## src/rtl/gc_sched.sv

```systemverilog
// gc_sched: fork/join loop-index scheduler handing out strided indices to N_CORE cores
module gc_sched #(
    parameter int N_CORE   = 4,
    parameter int GC_WIDTH = 32,
    parameter int GD_WIDTH = 32
) (
    input  logic                       i_clk,
    input  logic                       i_rst_n,
    input  logic                       i_fork_valid,
    output logic                       o_fork_ready,
    input  logic [GC_WIDTH-1:0]        i_fork_gc,
    input  logic [GD_WIDTH-1:0]        i_fork_gd,
    input  logic [GC_WIDTH-1:0]        i_fork_limit,
    input  logic [N_CORE-1:0]          i_req_valid,
    output logic [N_CORE-1:0]          o_req_ready,
    output logic [N_CORE*GC_WIDTH-1:0] o_req_idx,
    output logic [N_CORE-1:0]          o_req_exhausted,
    input  logic [N_CORE-1:0]          i_core_idle,
    output logic                       o_join_valid,
    output logic                       o_busy,
    output logic [GC_WIDTH-1:0]        o_issued_count
);
    localparam int KW = $clog2(N_CORE + 1);
    localparam int EW = GC_WIDTH + KW + 1;
    typedef enum logic [1:0] {IDLE, RUN, DRAIN, JOIN} state_t;
    state_t                     r_state, w_state_nx;
    logic signed [GC_WIDTH-1:0] r_gc, r_limit;
    logic signed [GD_WIDTH-1:0] r_gd;
    logic [GC_WIDTH-1:0]        r_issued;
    logic signed [EW-1:0]       w_gc_x, w_gd_x, w_lim_x;
    logic signed [EW-1:0]       w_cand [N_CORE+1];
    logic [N_CORE:0]            w_inr;
    logic [KW-1:0]              w_k, w_n;
    logic                       w_gd_pos, w_gd_neg;
    assign w_gc_x         = EW'(r_gc);
    assign w_gd_x         = EW'(r_gd);
    assign w_lim_x        = EW'(r_limit);
    assign w_gd_neg       = r_gd[GD_WIDTH-1];
    assign w_gd_pos       = !w_gd_neg && (r_gd != '0);
    assign o_fork_ready   = (r_state == IDLE);
    assign o_busy         = (r_state != IDLE);
    assign o_join_valid   = (r_state == JOIN);
    assign o_issued_count = r_issued;
    // candidate k is the index the k-th valid requester would receive; wide enough never to wrap
    for (genvar k = 0; k <= N_CORE; k++) begin : g_cand
        assign w_cand[k] = w_gc_x + w_gd_x * EW'(k);
        assign w_inr[k]  = w_gd_pos ? (w_cand[k] < w_lim_x) : (w_gd_neg && (w_cand[k] > w_lim_x));
    end
    // per-core grants in priority order plus next-state selection
    always_comb begin
        w_state_nx      = r_state;
        o_req_ready     = '0;
        o_req_exhausted = '0;
        o_req_idx       = '0;
        w_k             = '0;
        w_n             = '0;
        for (int i = 0; i < N_CORE; i++) begin
            if (i_req_valid[i] && (r_state == RUN)) begin
                o_req_ready[i]                    = 1'b1;
                o_req_idx[i*GC_WIDTH +: GC_WIDTH] = w_cand[w_k][GC_WIDTH-1:0];
                o_req_exhausted[i]                = !w_inr[w_k];
                w_n                               = w_n + KW'(w_inr[w_k]);
                w_k                               = w_k + KW'(1);
            end else if (i_req_valid[i] && (r_state == DRAIN)) begin
                o_req_ready[i]     = 1'b1;
                o_req_exhausted[i] = 1'b1;
            end
        end
        case (r_state)
            IDLE:    w_state_nx = i_fork_valid ? RUN : IDLE;
            RUN:     w_state_nx = ((|o_req_exhausted) || !w_inr[w_n]) ? DRAIN : RUN;
            DRAIN:   w_state_nx = ((&i_core_idle) && !(|i_req_valid)) ? JOIN : DRAIN;
            default: w_state_nx = IDLE;
        endcase
    end
    // state, loop registers and issue counter; fork accepted only in IDLE
    always_ff @(posedge i_clk) begin
        if (!i_rst_n) begin
            r_state  <= IDLE;
            r_gc     <= '0;
            r_gd     <= '0;
            r_limit  <= '0;
            r_issued <= '0;
        end else begin
            r_state <= w_state_nx;
            if ((r_state == IDLE) && i_fork_valid) begin
                r_gc     <= i_fork_gc;
                r_gd     <= i_fork_gd;
                r_limit  <= i_fork_limit;
                r_issued <= '0;
            end else if (r_state == RUN) begin
                r_gc     <= w_cand[w_n][GC_WIDTH-1:0];
                r_issued <= r_issued + GC_WIDTH'(w_n);
            end
        end
    end
endmodule

```

## config.mk

```make
export PLATFORM = sky130hd
export DESIGN_NAME = gc_sched
export DESIGN_NICKNAME = d
export VERILOG_FILES = /design/src/rtl/gc_sched.sv
export SDC_FILE = /design/constraint.sdc
export NUM_CORES = 1
export LEC_CHECK = 0
export BUFFER_PORTS_ARGS = -buffer_cell sky130_fd_sc_hd__buf_2
export CELL_PAD_IN_SITES_DETAIL_PLACEMENT = 0
export CELL_PAD_IN_SITES_GLOBAL_PLACEMENT = 1
export CORE_ASPECT_RATIO = 1.75
export CORE_MARGIN = 2
export CORE_UTILIZATION = 48
export DETAILED_ROUTE_END_ITERATION = 7
export HOLD_SLACK_MARGIN = 0.03
export PLACE_DENSITY = 0.95
export SLEW_MARGIN = 40
export SYNTH_ARGS = -nofsm -noshare
export SYNTH_HDL_FRONTEND = slang
export SYNTH_SLANG_ARGS = --single-unit
```

## constraint.sdc

```tcl
create_clock -name i_clk -period 24.6 [get_ports i_clk]
set_clock_uncertainty 0.2 [all_clocks]
set_input_delay 1.23 -clock i_clk [delete_from_list [all_inputs] [get_ports i_clk]]
set_output_delay 1.23 -clock i_clk [all_outputs]
set_load 0.02 [all_outputs]
```

==> run summary <==
The max-slew headroom at the worst pin came out at approximately 36%. The path depth of the worst reg2reg path is 43. After detailed routing, the number of remaining DRC violations is 0. The cts-stage hold buffer count came out at 0. The tree is rooted in a sky130_fd_sc_hd__clkbuf_16. The synthesized area per cell is 7.462 um2. The setup TNS is 0 ns.

The number of distinct library cells after synthesis came out at between 80 and 90. The Yosys step of the flow raised 0 warnings. For this block, the initial DRC count from the detailed router was 2,447. The global placement routability congestion came out at 1.086.

The top cell types in the final layout, fill and taps aside, are sky130_fd_sc_hd__nand2_1, sky130_fd_sc_hd__ha_1, sky130_fd_sc_hd__a21oi_1. TritonCTS built the clock tree. The die outline width came out at 163.1 um. The H-tree depth came out at 4. The power after layout is 3.267 mW. In this run, synthesis produced a sequential element count of 130. The growth of design area from synthesis to finish is 12.63%. The detailed-route wire length is a little over 100,000 um. The quantity of I/O buffers inserted on ports is 277. The first global-routing pass estimated 149,000 um of wire. The via-per-instance ratio came out at 6.563. By instance count, the cell type seen most on the critical path is sky130_fd_sc_hd__ha_1. The remaining global-route overflow came out at 0. The sink of the worst hold path is r_limit[28]$_SDFFE_PN0P_. The layout cell share with drive strength beyond 1 came out at roughly 15%.

The total routing usage reported by global routing is 44.54%. The proportion of synthesized chip area in sequential cells came out at 12.25%. Setup repair after global routing left no endpoint under its margin. The maximum clock frequency is 85.87 MHz. The count of nets left with antenna violations once routing finished came out at 0. The first TritonRoute pass finished after 8 iterations. The number of global-route vias before repair is 23,400. The final critical path time including I/O delays and setup came out at 11.65 ns. The post-cts repair resize count is 0. The worst hold-check path type is reg -> reg.

The power per standard cell area came out at 136.5 nW/um2. Of all nets on the critical path, the largest fanout is 40. The reg-to-reg critical path endpoint is o_issued_count[30]$_SDFFE_PP0N_. The setup slack of the most critical reg-to-reg path is approximately 13 ns. The startpoint identified for the worst hold timing path is r_limit[28]$_SDFFE_PN0P_. The max capacitance violation total came out at 0.

The post-DP HPWL is 78,900 um. The critical path is of the reg -> reg type. The count of flip-flops with a built-in enable after synthesis is 0. The die is 282.4 um tall.

The total leakage power came out at 11.48 nW. The worst path required time is about 25 ns. The kind of cell with the highest combined delay along the critical path is compound AO/OA/AOI/OAI gates.

Summing every instance area after synthesis gives ~21,000 um2. The worst register-to-register path begins at r_gd[1]$_SDFFE_PN0P_. The routed via count is 24,000. The post-route cell area is 23,940 um2.

The peak per-stage delay on the critical path is 0.65 ns. The effective utilization at floorplan is approximately half. At the later pin of the worst-skew pair, clock insertion delay measures 0.49 ns. The most common library cell in the layout ignoring fill and taps is sky130_fd_sc_hd__nand2_1. The pin count of the biggest net entering global routing came out at 76.

In the synthesized netlist the dominant register cell turns out to be sky130_fd_sc_hd__dfxtp_1. The standard cell core area came out at 44,030 um2. The period utilization came out at 47.34%. The total number of placement rows came out at between 100 and 150.

Counting both buffers and inverters, the worst setup path holds a total of 5. The setup violation total in the final timing report is 0. The cell area after placement is 23,300 um2.

On the critical path, the stage with the largest delay is an instance of sky130_fd_sc_hd__o21ai_0. The CTS clock-pin slew for the worst setup and hold paths is 0.08 ns. STA classifies the critical path endpoint as a flip-flop. The run finished with clean final reports. The die covers 46,040 um2.

In the synthesized netlist the async set-or-reset flop fraction comes to 0%. Counting every sink on the clock net gives 130. The number of top-level pins is approximately 280. The number of nets in the synthesized netlist is 3,342.

The clock passes through at most 2 buffers. The total clock buffers created by CTS is 17. The number of setup buffers added after CTS is 0. Dividing the detail-routed wire length by the instance count gives 28.36 um. The actual transition at the worst max-transition pin came out at 0.9526 ns.

The worst-case vdd ir drop came out at ~0.000075 V. STA classifies the critical path startpoint as a flip-flop. The number of hold violations in the final report is 0.

The initial antenna violation count is 3. The arrival time at the worst endpoint is between 10 and 15 ns. The number of nets in the layout is 3,564. Counting instances, the worst hold path has a depth of 2.

The count of pins over their slew limit came out at 0. The post-synthesis cell count came out at 2,848.
==> power breakdown <==
part           internal, mW  total [mW]  switching, mW
Combinational         0.908        2.63           1.72
Clock                 0.137       0.278          0.141
Sequential            0.252       0.357          0.105
==> worst max path at each step <==
stage                                      from                               to  depth (start not counted)
after CTS                 r_gd[10]$_SDFFE_PN0P_  o_issued_count[30]$_SDFFE_PP0N_                         43
after global routing       r_gd[1]$_SDFFE_PN0P_  o_issued_count[18]$_SDFFE_PP0N_                         43
after detailed placement  r_gd[10]$_SDFFE_PN0P_  o_issued_count[18]$_SDFFE_PP0N_                         43
after global placement    r_gd[10]$_SDFFE_PN0P_  o_issued_count[28]$_SDFFE_PP0N_                         43
final                      r_gd[1]$_SDFFE_PN0P_  o_issued_count[30]$_SDFFE_PP0N_                         43
after floorplan           r_gd[10]$_SDFFE_PN0P_  o_issued_count[28]$_SDFFE_PP0N_                         43
==> final cells by class <==
class	count	area [um2]
Clock buffer	17	425.4
Clock inverter	15	178.9
Fill cell	4468	20090
Sequential cell	130	2603
Tap cell	572	715.7
Inverter	272	1025
Timing Repair Buffer	314	1668
Antenna cell	2	5.005
Multi-Input combinational cell	2335	17320
==> synth_stat cells (6+ instances only) <==
| master | count | area share (%) |
|---|---|---|
| sky130_fd_sc_hd__o21a_1 | 27 | 0.95 |
| sky130_fd_sc_hd__a22o_1 | 18 | 0.74 |
| sky130_fd_sc_hd__clkbuf_1 | 84 | 1.5 |
| sky130_fd_sc_hd__nor2b_1 | 45 | 1.3 |
| sky130_fd_sc_hd__dfxtp_1 | 130 | 12 |
| sky130_fd_sc_hd__a211oi_1 | 45 | 1.6 |
| sky130_fd_sc_hd__fa_1 | 35 | 3.3 |
| sky130_fd_sc_hd__ha_1 | 352 | 21 |
| sky130_fd_sc_hd__o21ai_0 | 121 | 2.8 |
| sky130_fd_sc_hd__xor2_1 | 49 | 2.0 |
| sky130_fd_sc_hd__o211ai_1 | 24 | 0.85 |
| sky130_fd_sc_hd__a22oi_1 | 9 | 0.32 |
| sky130_fd_sc_hd__mux2_2 | 10 | 0.53 |
| sky130_fd_sc_hd__o31ai_1 | 9 | 0.32 |
| sky130_fd_sc_hd__nand2_1 | 357 | 6.3 |
| sky130_fd_sc_hd__nor3_1 | 28 | 0.66 |
| sky130_fd_sc_hd__and2_1 | 14 | 0.41 |
| sky130_fd_sc_hd__o21bai_1 | 19 | 0.67 |
| sky130_fd_sc_hd__inv_1 | 270 | 4.8 |
| sky130_fd_sc_hd__buf_1 | 15 | 0.26 |
| sky130_fd_sc_hd__a2111oi_0 | 6 | 0.25 |
| sky130_fd_sc_hd__and4_1 | 13 | 0.54 |
| sky130_fd_sc_hd__a211o_1 | 8 | 0.33 |
| sky130_fd_sc_hd__or3_1 | 13 | 0.38 |
| sky130_fd_sc_hd__a21oi_1 | 319 | 7.5 |
| sky130_fd_sc_hd__a21boi_0 | 6 | 0.21 |
| sky130_fd_sc_hd__mux4_2 | 45 | 4.8 |
| sky130_fd_sc_hd__nand3_1 | 54 | 1.3 |
| sky130_fd_sc_hd__a21o_1 | 80 | 2.8 |
| sky130_fd_sc_hd__and3_1 | 31 | 0.91 |
| sky130_fd_sc_hd__nand4_1 | 48 | 1.4 |
| sky130_fd_sc_hd__a222oi_1 | 8 | 0.38 |
| sky130_fd_sc_hd__o22ai_1 | 16 | 0.47 |
| sky130_fd_sc_hd__mux2i_1 | 46 | 2.2 |
| sky130_fd_sc_hd__a31oi_1 | 24 | 0.71 |
| sky130_fd_sc_hd__nand2b_1 | 19 | 0.56 |
| sky130_fd_sc_hd__nor4_1 | 17 | 0.50 |
| sky130_fd_sc_hd__a221oi_1 | 11 | 0.45 |
| sky130_fd_sc_hd__xnor2_1 | 86 | 3.5 |
| sky130_fd_sc_hd__nor2_1 | 235 | 4.2 |
==> kinds of logic (layout without fill, tap and decap cells) <==
family / Yosys count / in the layout / share of synthesized area [%]
buffers and inverters: 383 / 618 / 7.053
multiplexers: 101 / 101 / 7.465
adder cells (fa/ha/maj): 387 / 387 / 24.02
flip-flops: 130 / 130 / 12.25
XOR/XNOR: 135 / 135 / 5.564
other: 0 / 2 / 0
AND/OR/NAND/NOR: 897 / 897 / 19.29
AO/OA/AOI/OAI: 815 / 815 / 24.36
==> through the flow <==
step / util (%) / instances / setup slack [ns] / hold WS, ns
2_1_floorplan: - / 2848 / 15.23 / 0.2363
3_3_place_gp: 52.74 / 3622 / 13.24 / 0.2434
3_5_place_dp: 52.91 / 3623 / 13.15 / 0.2468
4_1_cts: 54.28 / 3655 / 13.09 / 0.2569
5_1_grt: 54.35 / 3655 / 12.17 / 0.2845
6_report: 54.36 / 3657 / 12.95 / 0.2564
==> per-layer routing <==
metal  part of all wire [%]  GRT usage [%]  up-vias
met4                     13          44.88        2
li1                       -              -    10680
met1                     32          44.60    11200
met3                    9.1          11.00      570
met5                 0.0077              0        -
met2                     46          73.62     1546
==> worst reg2reg max path, delay by kind of cell, from the launching register on <==
| family | cells | cell delay, ns |
|---|---|---|
| AOI/OAI and AO/OA | 16 | 3.76 |
| adders and majority gates | 9 | 2.84 |
| buffers and inverters | 5 | 0.99 |
| DFF | 1 | 0.53 |
| muxes | 2 | 0.59 |
| and+or+nand+nor | 11 | 2.64 |
==> flip-flops by register name, summed over array words and instances (netlist names) <==
register / flops
o_issued_count: 32
r_gd: 32
r_state: 2
r_limit: 32
r_gc: 32
(Power assumes the default switching activity.)
